### config.mk
export PLATFORM = sky130hd
export DESIGN_NAME = arith_operand_sequencer_flat
export DESIGN_NICKNAME = d
export VERILOG_FILES = /design/src/rtl/arith_pkg.sv /design/src/rtl/arith_operand_sequencer_if.sv /design/src/rtl/key_debounce.sv /design/src/rtl/arith_operand_sequencer.sv /design/src/flat_wrapper.sv
export SDC_FILE = /design/constraint.sdc
export NUM_CORES = 1
export LEC_CHECK = 0
export ABC_AREA = 1
export CAP_MARGIN = 20
export CORE_MARGIN = 5
export CORE_UTILIZATION = 55
export DETAILED_ROUTE_END_ITERATION = 12
export GPL_TIMING_DRIVEN = 0
export PLACE_DENSITY = 0.87
export SETUP_SLACK_MARGIN = 0.02
export SLEW_MARGIN = 10
export SYNTH_ARGS = -nofsm -noshare
export SYNTH_HDL_FRONTEND = slang
export SYNTH_SLANG_ARGS = --single-unit
### constraint.sdc
create_clock -name clk -period 3.9 [get_ports clk]
set_clock_uncertainty 0.2 [all_clocks]
set_input_delay 0.78 -clock clk [delete_from_list [all_inputs] [get_ports clk]]
set_output_delay 0.78 -clock clk [all_outputs]
set_load 0.05 [all_outputs]
### src/rtl/arith_pkg.sv
// Shared types and constants for the arithmetic operand path: sequencer state encoding
// and the {OpA,OpB} ROM word layout.
package arith_pkg;

  typedef enum logic [2:0] {
    FETCH,
    WAIT,
    SETTLE,
    CAPTURE,
    HOLD
  } seq_state_e;

  localparam int OP_W    = 8;
  localparam int ROM_W   = 16;
  localparam int OPA_MSB = 15;
  localparam int OPB_MSB = 7;

  function automatic logic [OP_W-1:0] rom_opa(input logic [ROM_W-1:0] word);
    return word[OPA_MSB -: OP_W];
  endfunction

  function automatic logic [OP_W-1:0] rom_opb(input logic [ROM_W-1:0] word);
    return word[OPB_MSB -: OP_W];
  endfunction

endpackage

### src/rtl/arith_operand_sequencer_if.sv
// ROM read port plus operand/result bundle between the sequencer, the operand ROM
// and ArithCircuit.
interface arith_operand_sequencer_if #(
  parameter int ADDR_W = 4
);
  import arith_pkg::*;

  logic [ADDR_W-1:0] romAddr;
  logic [ROM_W-1:0]  romData;
  logic [OP_W-1:0]   OpA;
  logic [OP_W-1:0]   OpB;
  logic              opValid;
  logic [OP_W-1:0]   aluResult;
  logic [OP_W-1:0]   result;
  logic [ADDR_W-1:0] curAddr;

  modport master (
    output romAddr, OpA, OpB, opValid, result, curAddr,
    input  romData, aluResult
  );

  modport slave (
    input  romAddr, OpA, OpB, opValid, result, curAddr,
    output romData, aluResult
  );

endinterface

### src/rtl/key_debounce.sv
// Raw active-low key to one-cycle press pulse: 2-FF synchroniser, stability down-counter
// and a fired flag so a held key produces exactly one pulse.
module key_debounce #(
  parameter int STABLE_CYC = 50000
) (
  input  logic clk,
  input  logic rst_n,
  input  logic key_n,
  output logic press
);

  localparam int CNT_W = (STABLE_CYC > 2) ? $clog2(STABLE_CYC) : 1;
  // Loaded on the first low cycle, so reaching zero marks the STABLE_CYC-th low cycle.
  localparam logic [CNT_W-1:0] CNT_LOAD = CNT_W'(STABLE_CYC - 2);

  logic             key_meta_q, key_sync_q;
  logic             key_prev_q, key_prev_d;
  logic [CNT_W-1:0] cnt_q, cnt_d;
  logic             fired_q, fired_d;
  logic             press_q, press_d;

  always_ff @(posedge clk or negedge rst_n) begin
    if (!rst_n) begin
      key_meta_q <= 1'b1;
      key_sync_q <= 1'b1;
    end else begin
      key_meta_q <= key_n;
      key_sync_q <= key_meta_q;
    end
  end

  always_comb begin
    key_prev_d = key_sync_q;
    cnt_d      = cnt_q;
    fired_d    = fired_q;
    press_d    = 1'b0;
    if (key_sync_q != key_prev_q) begin
      cnt_d   = CNT_LOAD;
      fired_d = 1'b0;
    end else if (!key_sync_q) begin
      if (cnt_q != '0) begin
        cnt_d = cnt_q - 1'b1;
      end else if (!fired_q) begin
        press_d = 1'b1;
        fired_d = 1'b1;
      end
    end
  end

  always_ff @(posedge clk or negedge rst_n) begin
    if (!rst_n) begin
      key_prev_q <= 1'b1;
      cnt_q      <= CNT_LOAD;
      fired_q    <= 1'b0;
      press_q    <= 1'b0;
    end else begin
      key_prev_q <= key_prev_d;
      cnt_q      <= cnt_d;
      fired_q    <= fired_d;
      press_q    <= press_d;
    end
  end

  assign press = press_q;

endmodule

### src/rtl/arith_operand_sequencer.sv
// Operand producer for ArithCircuit: steps through the operand ROM on a debounced key
// press or the auto timer, presents OpA/OpB and registers the ALU result for the LEDs.
//
//  state   | meaning
//  FETCH   | romAddr holds the new address; arm the ROM latency counter
//  WAIT    | count ROM latency down, capture romData into OpA/OpB at zero
//  SETTLE  | operands stable, combinational ALU settling
//  CAPTURE | first capture of aluResult
//  HOLD    | pair presented, result tracks aluResult, step moves to next entry
module arith_operand_sequencer
  import arith_pkg::*;
#(
  parameter int ADDR_W       = 4,
  parameter int LAST_ADDR    = 15,
  parameter int ROM_LAT      = 1,
  parameter int DEBOUNCE_CYC = 50000,
  parameter int AUTO_PERIOD  = 50000000
) (
  input  logic clk,
  input  logic rst_n,
  input  logic stepKey_n,
  input  logic autoRun,
  arith_operand_sequencer_if.master bus
);

  localparam int TMR_W = (AUTO_PERIOD > 2) ? $clog2(AUTO_PERIOD) : 1;
  localparam logic [TMR_W-1:0]  TMR_LOAD  = TMR_W'(AUTO_PERIOD - 1);
  localparam logic [1:0]        WAIT_LOAD = 2'(ROM_LAT - 1);
  localparam logic [ADDR_W-1:0] LAST      = ADDR_W'(LAST_ADDR);

  logic rst_meta_q, rst_sync_q, rst_int_n;
  logic auto_meta_q, auto_sync_q;
  logic key_press, auto_tc, step_pulse;

  seq_state_e        state_q, state_d;
  logic [TMR_W-1:0]  auto_cnt_q, auto_cnt_d;
  logic [1:0]        wait_cnt_q, wait_cnt_d;
  logic [ADDR_W-1:0] rom_addr_q, rom_addr_d;
  logic [ADDR_W-1:0] cur_addr_q, cur_addr_d;
  logic [ADDR_W-1:0] next_addr;
  logic [OP_W-1:0]   op_a_q, op_a_d;
  logic [OP_W-1:0]   op_b_q, op_b_d;
  logic [OP_W-1:0]   result_q, result_d;

  // Reset asserts asynchronously but releases two clocks later, in step with clk.
  always_ff @(posedge clk or negedge rst_n) begin
    if (!rst_n) begin
      rst_meta_q <= 1'b0;
      rst_sync_q <= 1'b0;
    end else begin
      rst_meta_q <= 1'b1;
      rst_sync_q <= rst_meta_q;
    end
  end

  assign rst_int_n = rst_sync_q;

  always_ff @(posedge clk or negedge rst_int_n) begin
    if (!rst_int_n) begin
      auto_meta_q <= 1'b0;
      auto_sync_q <= 1'b0;
    end else begin
      auto_meta_q <= autoRun;
      auto_sync_q <= auto_meta_q;
    end
  end

  key_debounce #(
    .STABLE_CYC(DEBOUNCE_CYC)
  ) u_key_debounce (
    .clk  (clk),
    .rst_n(rst_int_n),
    .key_n(stepKey_n),
    .press(key_press)
  );

  assign auto_tc    = auto_sync_q && (auto_cnt_q == '0);
  assign step_pulse = key_press || auto_tc;
  assign next_addr  = (cur_addr_q == LAST) ? '0 : cur_addr_q + 1'b1;

  always_comb begin
    auto_cnt_d = auto_cnt_q;
    if (!auto_sync_q || auto_tc) begin
      auto_cnt_d = TMR_LOAD;
    end else begin
      auto_cnt_d = auto_cnt_q - 1'b1;
    end
  end

  always_comb begin
    state_d    = state_q;
    wait_cnt_d = wait_cnt_q;
    rom_addr_d = rom_addr_q;
    cur_addr_d = cur_addr_q;
    op_a_d     = op_a_q;
    op_b_d     = op_b_q;
    result_d   = result_q;
    case (state_q)
      FETCH: begin
        wait_cnt_d = WAIT_LOAD;
        state_d    = WAIT;
      end
      WAIT: begin
        if (wait_cnt_q == '0) begin
          op_a_d     = rom_opa(bus.romData);
          op_b_d     = rom_opb(bus.romData);
          cur_addr_d = rom_addr_q;
          state_d    = SETTLE;
        end else begin
          wait_cnt_d = wait_cnt_q - 2'd1;
        end
      end
      SETTLE: state_d = CAPTURE;
      CAPTURE: begin
        result_d = bus.aluResult;
        state_d  = HOLD;
      end
      HOLD: begin
        result_d = bus.aluResult;
        // Address moves here so the ROM already sees it throughout FETCH.
        if (step_pulse) begin
          rom_addr_d = next_addr;
          state_d    = FETCH;
        end
      end
      default: state_d = FETCH;
    endcase
  end

  always_ff @(posedge clk or negedge rst_int_n) begin
    if (!rst_int_n) begin
      state_q    <= FETCH;
      auto_cnt_q <= TMR_LOAD;
      wait_cnt_q <= '0;
      rom_addr_q <= '0;
      cur_addr_q <= '0;
      op_a_q     <= '0;
      op_b_q     <= '0;
      result_q   <= '0;
    end else begin
      state_q    <= state_d;
      auto_cnt_q <= auto_cnt_d;
      wait_cnt_q <= wait_cnt_d;
      rom_addr_q <= rom_addr_d;
      cur_addr_q <= cur_addr_d;
      op_a_q     <= op_a_d;
      op_b_q     <= op_b_d;
      result_q   <= result_d;
    end
  end

  assign bus.romAddr = rom_addr_q;
  assign bus.curAddr = cur_addr_q;
  assign bus.OpA     = op_a_q;
  assign bus.OpB     = op_b_q;
  assign bus.opValid = (state_q == SETTLE) || (state_q == CAPTURE) || (state_q == HOLD);
  assign bus.result  = result_q;

endmodule

### src/flat_wrapper.sv
// flat-port wrapper written by rule: the top's interface ports become plain ports
module arith_operand_sequencer_flat import arith_pkg::*;
#(
  parameter int ADDR_W       = 4,
  parameter int LAST_ADDR    = 15,
  parameter int ROM_LAT      = 1,
  parameter int DEBOUNCE_CYC = 50000,
  parameter int AUTO_PERIOD  = 50000000
)
  (clk, rst_n, stepKey_n, autoRun, bus_romAddr, bus_OpA, bus_OpB, bus_opValid, bus_result, bus_curAddr, bus_romData, bus_aluResult);
  arith_operand_sequencer_if #(.ADDR_W(ADDR_W)) bus_i ();
  input  logic clk;
  input  logic rst_n;
  input  logic stepKey_n;
  input  logic autoRun;
  output wire logic [$bits(bus_i.romAddr)-1:0] bus_romAddr;
  output wire logic [$bits(bus_i.OpA)-1:0] bus_OpA;
  output wire logic [$bits(bus_i.OpB)-1:0] bus_OpB;
  output wire logic [$bits(bus_i.opValid)-1:0] bus_opValid;
  output wire logic [$bits(bus_i.result)-1:0] bus_result;
  output wire logic [$bits(bus_i.curAddr)-1:0] bus_curAddr;
  input wire logic [$bits(bus_i.romData)-1:0] bus_romData;
  input wire logic [$bits(bus_i.aluResult)-1:0] bus_aluResult;
  assign bus_romAddr = bus_i.romAddr;
  assign bus_OpA = bus_i.OpA;
  assign bus_OpB = bus_i.OpB;
  assign bus_opValid = bus_i.opValid;
  assign bus_result = bus_i.result;
  assign bus_curAddr = bus_i.curAddr;
  assign bus_i.romData = bus_romData;
  assign bus_i.aluResult = bus_aluResult;
  arith_operand_sequencer #(.ADDR_W(ADDR_W), .LAST_ADDR(LAST_ADDR), .ROM_LAT(ROM_LAT), .DEBOUNCE_CYC(DEBOUNCE_CYC), .AUTO_PERIOD(AUTO_PERIOD)) u_core (.clk(clk), .rst_n(rst_n), .stepKey_n(stepKey_n), .autoRun(autoRun), .bus(bus_i));
endmodule
* Word-level counts from Yosys, hierarchy flattened
Index checks and enable logic that the tools add are counted.
W data, S select, Z words.
** Storage, ports and cells
- Output and inout port bits :: 33
- Flip-flop bits (word level) :: 88
- Logic and storage cells :: 69
** Operators by class
- Multiplexer cells :: 17
- Equal/unequal tests :: 11
- Add/sub/neg operators :: 4
- Reductions and logical operators :: 19
** Operator list (count)
- $mux W16 :: 3
- $logic_not A26 Y1 :: 1
- $mux W26 :: 1
- $sub A26 B1 Y26 const B :: 1
- $reduce_bool A16 Y1 :: 1
- $sub A16 B1 Y16 const B :: 1
- $pmux W3 S5 :: 1
- $reduce_and A2 Y1 :: 6
- $mux W1 :: 7
- $eq A3 B2 Y1 const B :: 2
- $mux W3 :: 2
- $ne A2 B1 Y1 const B :: 3
- $add A4 B1 Y4 const B :: 1
- $eq A4 B4 Y1 const B :: 1
- $logic_or A1 B1 Y1 :: 4
- $mux W4 :: 1
- $ne A2 B2 Y1 const B :: 2
- $pmux W2 S2 :: 1
- $reduce_bool A2 Y1 :: 2
- $eq A3 B1 Y1 const B :: 1
- $eq A3 B3 Y1 const B :: 1
- $logic_not A3 Y1 :: 1
- $logic_not A2 Y1 :: 1
- $mux W2 :: 1
- other kinds (5) :: 5

* Logic depth before layout (Yosys ltp)
Gate-level depths: netlist of the first run.
- Depth in word-level cells :: 5
- Gate-level depth with buffers :: 11

* Hierarchy
Synthesis of the first run repeated with hierarchy kept, for this count alone.
** Second synthesis, totals
- Cells, all modules :: 476
- Area, all modules :: 4395.5 µm²
** Modules (own cells, without submodules)
- arith_operand_sequencer :: area an instance 3088.0 µm², times used 1, seq. area each 1699.1 µm², cells an instance 306
- key_debounce :: area an instance 1307.5 µm², times used 1, seq. area each 539.3 µm², cells an instance 170

* Least setup slack after synthesis of the first run
OpenSTA, ideal clock, no wires.
- Path type :: register to output
- Start point :: register u_core.state_q[1]
- End point :: output port bus_opValid
- Cell stages (with the launch flop) :: 3
- Required time :: 2.920 ns
- Data arrival time :: 1.601 ns
- Setup slack :: 1.319 ns
- Cell sequence :: dfrtp_1 inv_1 o21ai_0
** Between the ends
- Word-level cells in the longest chain between the ends :: 3
- Elaborated cells on any way between the ends :: 5
** Ends and longest elaborated chain
- start: declaration :: line arith_operand_sequencer.sv:35 : seq_state_e state_q, state_d;
- start signal: assignment :: line arith_operand_sequencer.sv:141 : state_q <= state_d;
- $eq A3 B2 Y1 :: line arith_operand_sequencer.sv:156 : assign bus.opValid = (state_q == SETTLE) || (state_q == CAPTURE) || (state_q == HOLD);
- $logic_or A1 B1 Y1 :: line arith_operand_sequencer.sv:156
- $logic_or A1 B1 Y1 (*) :: line arith_operand_sequencer.sv:156
- end: declaration :: line flat_wrapper.sv:19 : output wire logic [$bits(bus_i.opValid)-1:0] bus_opValid;
Every way passes the cells marked *; elsewhere a longest branch is shown, timed or not.

* Worst setup path after layout of the first run
- Start point :: register u_core.state_q[2]
- End point :: output port bus_opValid
The elaborated chain is that of the path after synthesis.

==> qor.csv, run 1 <==
stage,metric,value,unit
timing,holdWs,67.7,ps
global_route,grt_pass1_vias,3617,
worst_setup_path,reg2reg_slack,1670,ps
synth,ys.warnings.count,0,
synth,avgSynthCellArea,9.29,sq um
worst_setup_path,cpLargestDelayFamily,buffers and inverters,
clock_network,clkLatencyLatePin,360,ps
clock_network,cts_buffers,9,
cells_and_area,finalNetCount,582,
global_route,grt_pass1_wl,16100,microns
timing,period_minus_slack,3310,ps
placed_design,portBuffers,60,
clock_network,clkTransAtPathRegs,90,ps
drt,drtIter0Drc,146,
global_route,antenna_found_initial,0,
clock_network,cts_root_buf,clkbuf_8,
cells_and_area,final_util,0.693,
drt,wirelength,9370,microns
power_and_ir_drop,comb_power_share,0.439,
cells_and_area,seq_area,2240,sq um
global_route,grtUsageTotal,0.200,
synth,ys.flop_type,dfrtp_1,
power_and_ir_drop,p_switching,1.33,mW
cells_and_area,mostFrequentLayoutCells,"nand2_1 (100), nor2_1 (74), clkdlybuf4s50_1 (60)",
timing,period_share,0.848,
power_and_ir_drop,sw_frac_of_total,0.399,
worst_setup_path,crit_path_end_kind,output port,
clock_network,cts_tree,yes,
timing,slew_viol_final,0,
synth,syn_nets,510,
synth,syn_area,4420,sq um
worst_setup_path,cp-start-kind,register,
timing,maxSlewHeadroom,0.645,
placed_design,gp_congestion,0.895,
power_and_ir_drop,power_frac_seq,0.368,
clock_network,clock_path_buffers,2,
drt,avgViaCountPerCell,5.17,
run,cap_viol_max_count,0,
clock_network,postCtsHoldBufs,0,
synth,synthCells,476,
die,die-area,9940,sq um
worst_setup_path,crit_chain,"inv_1, nor3_4, inv_2, o21ai_0, clkdlybuf4s50_1",
timing,hold_viol,0,
cells_and_area,fillers,562,
cells_and_area,syn2layout_area_growth,21.7,%
worst_setup_path,cp_data_required_time,2920,ps
placed_design,dp_hpwl,6790,microns
cells_and_area,layout_commonest_cell,nand2_1,
drt,vias,3387,
timing,worst_pin_slew,531,ps
clock_network,clock-sinks,88,
power_and_ir_drop,power.share.clock,0.193,
worst_setup_path,cpMaxStageDelayCell,clkdlybuf4s50_1,
cells_and_area,multi_input_area,1940,sq um
status,status,"finished, final reports clean",
drt,ant_nets,0,
drt,wl_per_cell,14.3,microns
worst_setup_path,cp.arrival,2330,ps
power_and_ir_drop,ir_drop,0.000606,V
worst_setup_path,slowest_delay,850,ps
synth,seq_area_frac_synth,0.506,
clock_network,post_cts_buffers,0,
die,rows,32,
clock_network,cts_resized,0,
synth,ys_ff_latch,88,
timing,setup_viol,0,
power_and_ir_drop,p_per_area,620,nW/um^2
worst_setup_path,crit_type,register to output port,
synth,async_flop_share,1.00,
die,die_h,99.7,microns
power_and_ir_drop,power_leakage,2.51,nW
drt,firstDrtPassIters,5,
die,coreArea,7770,sq um
synth,ys_types,40,
min_path,min_path_type,register to async pin,
die,die_w,99.7,microns
cells_and_area,final_layout_size_suffix_gt1_frac,0.199,
power_and_ir_drop,internal-power,2.01,mW
cells_and_area,n_antenna_cell,0,
die,start_util,0.570,
global_route,grt_max_degree,57,
global_route,grt_overflow_total,0,
clock_network,cts.htree.levels,3,
timing,final.setup.tns,0,ps
worst_setup_path,crit_buf_inv,3,
timing,rsz0062_at_grt,false,
timing,fmax,302,MHz
die,ios,61,
worst_setup_path,path_max_fanout,7,
synth,synth-edff-count,0,
drt,drcViolationCount,0,
## final timing paths
check / to / start / cells after the start
setup reg to reg: u_core.u_key_debounce.cnt_q[14] / u_core.u_key_debounce.key_prev_d / 10
setup / recovery: bus_opValid / u_core.state_q[2] / 5
min in group clk: u_core.rst_int_n / u_core.rst_meta_q / 0
max in group asynchronous: u_core.u_key_debounce.key_prev_d / u_core.rst_int_n / 1
hold reg to reg: u_core.auto_cnt_q[8] / u_core.rst_int_n / 0
hold / removal: u_core.auto_cnt_q[8] / u_core.rst_int_n / 0
## layout make-up
class | count | area share
flip-flops and latches | 88 | 0.416
multi-input cells | 334 | 0.359
repair buffers | 61 | 0.117
inverters | 47 | 0.0332
clock buffers | 10 | 0.0256
well taps | 102 | 0.0237
plain buffers | 7 | 0.0132
clock inverters | 6 | 0.0121
## sequential cells by signal (all words and copies together), names as in the netlist
signal,count
u_core.u_key_debounce.key_meta_q,1
u_core.bus.result,8
u_core.state_q,3
u_core.auto_sync_q,1
u_core.bus.OpB,8
u_core.bus.curAddr,4
u_core.bus.OpA,8
u_core.u_key_debounce.press,1
u_core.auto_cnt_q,26
u_core.rst_meta_q,1
u_core.u_key_debounce.cnt_q,16
u_core.rst_int_n,1
u_core.wait_cnt_q,2
u_core.bus.romAddr,4
u_core.u_key_debounce.fired_q,1
u_core.u_key_debounce.key_prev_q,1
u_core.u_key_debounce.key_prev_d,1
u_core.auto_meta_q,1
## through the flow
step / setup slack [ps] / area [sq um] / std cells / total power, mW
after floorplan: 1120 / 4420 / 476 / 2.25
after global placement: 275 / 5150 / 638 / 2.65
after detailed placement: 1060 / 5180 / 639 / 2.71
after CTS: 594 / 5390 / 655 / 3.37
after global routing: 480 / 5390 / 655 / 3.50
final: 593 / 5390 / 655 / 3.34
## cells by family after synthesis
group / count (synthesis) / share of synthesized area
XOR/XNOR: 20 / 0.0396
adder cells (fa/ha/maj): 6 / 0.0170
buffers and inverters: 54 / 0.0566
flip-flops: 88 / 0.506
AND/OR/NAND/NOR: 247 / 0.253
multiplexers: 26 / 0.0798
other: 1 / 0.000848
AO/OA/AOI/OAI: 34 / 0.0472
## synthesized netlist by cell type (5+ instances only)
| master | count | area share |
|---|---|---|
| inv_2 | 5 | 0.0042 |
| nand3_1 | 37 | 0.042 |
| nand2_2 | 5 | 0.0071 |
| buf_6 | 5 | 0.013 |
| ha_1 | 6 | 0.017 |
| o21ai_0 | 20 | 0.023 |
| nand2_1 | 100 | 0.085 |
| nor2_2 | 7 | 0.0099 |
| mux2_2 | 8 | 0.020 |
| nor2_1 | 74 | 0.063 |
| mux2_4 | 16 | 0.054 |
| xor2_1 | 16 | 0.032 |
| dfstp_2 | 29 | 0.17 |
| nand3b_1 | 5 | 0.0085 |
| dfrtp_1 | 59 | 0.33 |
| inv_1 | 41 | 0.035 |
## routing by layer
| layer | track usage | wire length, microns | up-vias |
|---|---|---|---|
| met5 | 0 | 0 | - |
| met4 | 0.0756 | 126 | 0 |
| met3 | 0.0554 | 482 | 14 |
| met2 | 0.352 | 4960 | 78 |
| met1 | 0.231 | 3800 | 1637 |
| li1 | - | - | 1658 |
## power by group through the flow
stage               Sequential [mW]  Clock (mW)  Combinational (mW)
finish                         1.23       0.646                1.47
global route                   1.26       0.704                1.54
CTS                            1.23       0.664                1.48
detailed placement             1.24           0                1.46
global placement               1.24           0                1.41
floorplan                      1.72           0               0.529
Note: power is estimated with default switching activity, not from simulation.
==> run 2, diff against run 1 <==
--- a/config.mk
+++ b/config.mk
@@ -8,10 +8,10 @@
 export ABC_AREA = 1
 export CAP_MARGIN = 20
 export CORE_MARGIN = 5
-export CORE_UTILIZATION = 55
+export CORE_UTILIZATION = 50
 export DETAILED_ROUTE_END_ITERATION = 12
 export GPL_TIMING_DRIVEN = 0
-export PLACE_DENSITY = 0.87
+export PLACE_DENSITY = 0.84
 export SETUP_SLACK_MARGIN = 0.02
 export SLEW_MARGIN = 10
 export SYNTH_ARGS = -nofsm -noshare
==> constraint.sdc (replaced) <==
create_clock -name clk -period 2.76 [get_ports clk]
set_clock_uncertainty 0.2 [all_clocks]
set_input_delay 0.552 -clock clk [delete_from_list [all_inputs] [get_ports clk]]
set_output_delay 0.552 -clock clk [all_outputs]
set_load 0.05 [all_outputs]
==> qor.csv, run 2 (synthesis gave the netlist of run 1 again) <==
stage,metric,value,unit,change
status,status,"finished, final reports clean",,unchanged
cells_and_area,n_antenna_cell,0,,unchanged
cells_and_area,finalNetCount,582,,unchanged
drt,drtIter0Drc,147,,was 146
global_route,grt_max_degree,67,,was 57
power_and_ir_drop,comb_power_share,0.437,,was 0.439
drt,wl_per_cell,13.7,microns,was 14.3 microns
clock_network,clkLatencyLatePin,350,ps,was 360 ps
drt,vias,3400,,was 3387
clock_network,clkTransAtPathRegs,90,ps,about the same
cells_and_area,layout_commonest_cell,nand2_1,,unchanged
die,die-area,10800,sq um,was 9940 sq um
cells_and_area,reg_top3,"u_core.auto_cnt_q x26, u_core.u_key_debounce.cnt_q x16",,unchanged
worst_setup_path,path_max_fanout,7,,unchanged
clock_network,cts_root_buf,clkbuf_8,,unchanged
clock_network,clock-sinks,88,,unchanged
power_and_ir_drop,power.share.clock,0.191,,was 0.193
worst_setup_path,cpMaxStageDelayCell,dfrtp_1,,was clkdlybuf4s50_1
clock_network,cts_tree,yes,,unchanged
cells_and_area,final_util,0.620,,was 0.693
drt,wirelength,9070,microns,was 9370 microns
timing,setup_viol,0,,unchanged
worst_setup_path,crit_chain,"inv_1, nor3_4, inv_2, o21ai_0, clkbuf_2",,"was inv_1, nor3_4, inv_2, o21ai_0, clkdlybuf4s50_1"
worst_setup_path,slowest_delay,430,ps,was 850 ps
timing,holdWs,20.6,ps,was 67.7 ps
timing,period_share,0.905,,
placed_design,pre_cts_slack,114,ps,was 1060 ps
cells_and_area,mostFrequentLayoutCells,"nand2_1 (100), nor2_1 (74), clkdlybuf4s50_1 (59)",,"was nand2_1 (100), nor2_1 (74), clkdlybuf4s50_1 (60)"
power_and_ir_drop,p_per_area,868,nW/um^2,was 620 nW/um^2
cells_and_area,fin_cells,661,,was 655
clock_network,cts.htree.levels,3,,unchanged
timing,final.setup.tns,0,ps,unchanged
cells_and_area,syn2layout_area_growth,21.7,%,about the same
timing,hold_viol,0,,unchanged
die,die_w,104,microns,was 99.7 microns
cells_and_area,final_layout_size_suffix_gt1_frac,0.197,,was 0.199
cells_and_area,multi_input_area,1940,sq um,unchanged
die,start_util,0.510,,was 0.570
timing,rsz0062_at_grt,false,,unchanged
timing,maxSlewHeadroom,0.637,,was 0.645
drt,firstDrtPassIters,4,,was 5
timing,fin_ws,262,ps,was 593 ps
cells_and_area,largest_reg_flops,26,,unchanged
timing,slew_viol_final,0,,unchanged
die,coreArea,8680,sq um,was 7770 sq um
worst_setup_path,cp.arrival,1750,ps,was 2330 ps
timing,worst_pin_slew,543,ps,was 531 ps
cells_and_area,fillers,710,,was 562
drt,avgViaCountPerCell,5.14,,was 5.17
power_and_ir_drop,p_switching,1.86,mW,was 1.33 mW
drt,drcViolationCount,0,,unchanged
cells_and_area,largest_register,u_core.auto_cnt_q,,unchanged
drt,ant_nets,0,,unchanged
min_path,min_path_type,register to async pin,,unchanged
power_and_ir_drop,power_frac_seq,0.373,,was 0.368
placed_design,dp_hpwl,6780,microns,was 6790 microns
clock_network,cts_buffers,9,,unchanged
worst_setup_path,cp_data_required_time,2010,ps,was 2920 ps
worst_setup_path,crit_path_end_kind,output port,,unchanged
global_route,antenna_found_initial,0,,unchanged
run,cap_viol_max_count,0,,unchanged
global_route,grt_overflow_total,0,,unchanged
timing,fmax,400,MHz,
cells_and_area,seq_area,2240,sq um,unchanged
power_and_ir_drop,sw_frac_of_total,0.399,,about the same
die,ios,61,,unchanged
worst_setup_path,crit_type,register to output port,,unchanged
placed_design,gp_congestion,0.867,,was 0.895
worst_setup_path,reg2reg_slack,520,ps,was 1670 ps
power_and_ir_drop,ir_drop,0.000790,V,was 0.000606 V
placed_design,portBuffers,60,,unchanged
placed_design,dp.cells,645,,was 639
power_and_ir_drop,power_leakage,2.51,nW,about the same
global_route,grt_pass1_wl,16000,microns,was 16100 microns
die,rows,34,,was 32
clock_network,clock_path_buffers,2,,unchanged
global_route,grt_pass1_vias,3514,,was 3617
worst_setup_path,cp-start-kind,register,,unchanged
timing,period_minus_slack,2500,ps,
global_route,grtUsageTotal,0.175,,was 0.200
power_and_ir_drop,finalPower,4.67,mW,was 3.34 mW
die,die_h,104,microns,was 99.7 microns
clock_network,postCtsHoldBufs,0,,unchanged
cells_and_area,stdcell_area,5380,sq um,was 5390 sq um
placed_design,placed_cell_area,5190,sq um,was 5180 sq um
power_and_ir_drop,internal-power,2.81,mW,was 2.01 mW
[run 2: changes by cell type in the layout (fill, tap and decap cells not counted)]
cell	previous run	this run
inv_6	2	1
clkbuf_2	0	1
clkbuf_8	10	9
clkbuf_1	0	2
clkdlybuf4s50_1	60	59
clkinv_2	2	0
clkinvlp_4	1	0
clkinv_4	0	3
[run 2: area by class of cell]
type                            instances  share of cell area
Sequential cell                        88               0.417
Multi-Input combinational cell        334               0.360
Timing Repair Buffer                   61               0.116
Inverter                               47              0.0332
Tap cell                              108              0.0251
Clock buffer                           11              0.0244
Buffer                                  7              0.0132
Clock inverter                          5              0.0121
[run 2: power by group through the flow]
| stage | sequential (mW) | clock (mW) | combinational [mW] |
|---|---|---|---|
| floorplan | 2.43 | 0 | 0.748 |
| global placement | 1.76 | 0 | 1.99 |
| detailed placement | 1.75 | 0 | 2.07 |
| CTS | 1.74 | 0.916 | 2.06 |
| global route | 1.78 | 0.976 | 2.15 |
| finish | 1.74 | 0.890 | 2.04 |
[run 2: per-layer routing]
layer | vias to the layer above | part of all wire | GRT usage
met1 | 1621 | 0.42 | 0.215
met4 | 0 | 0.021 | 0.0546
li1 | 1663 | - | -
met5 | - | 0 | 0
met2 | 94 | 0.51 | 0.303
met3 | 22 | 0.052 | 0.0441
[run 2: critical path: cells and delay by family, from the launching register on]
family	cells	cell delay [ps]
AOI/OAI and AO/OA	1	120
buffers and inverters	3	530
DFF	1	430
and+or+nand+nor	1	320
[run 2: worst paths after layout]
check,startpoint,cells after the start,end
max,u_core.state_q[2],5,bus_opValid
min reg2reg,u_core.rst_int_n,0,u_core.bus.result[4]
max in group asynchronous,u_core.rst_int_n,1,u_core.auto_cnt_q[12]
max reg2reg,u_core.u_key_debounce.key_prev_d,10,u_core.u_key_debounce.cnt_q[14]
min in group clk,u_core.rst_meta_q,0,u_core.rst_int_n
min,u_core.rst_int_n,0,u_core.bus.result[4]
[run 2: what timing repair did]
item | CTS | global route
endpoints found under the setup margin | 1 | 1
gates resized for setup | 2 | 2
setup buffers | 0 | 0
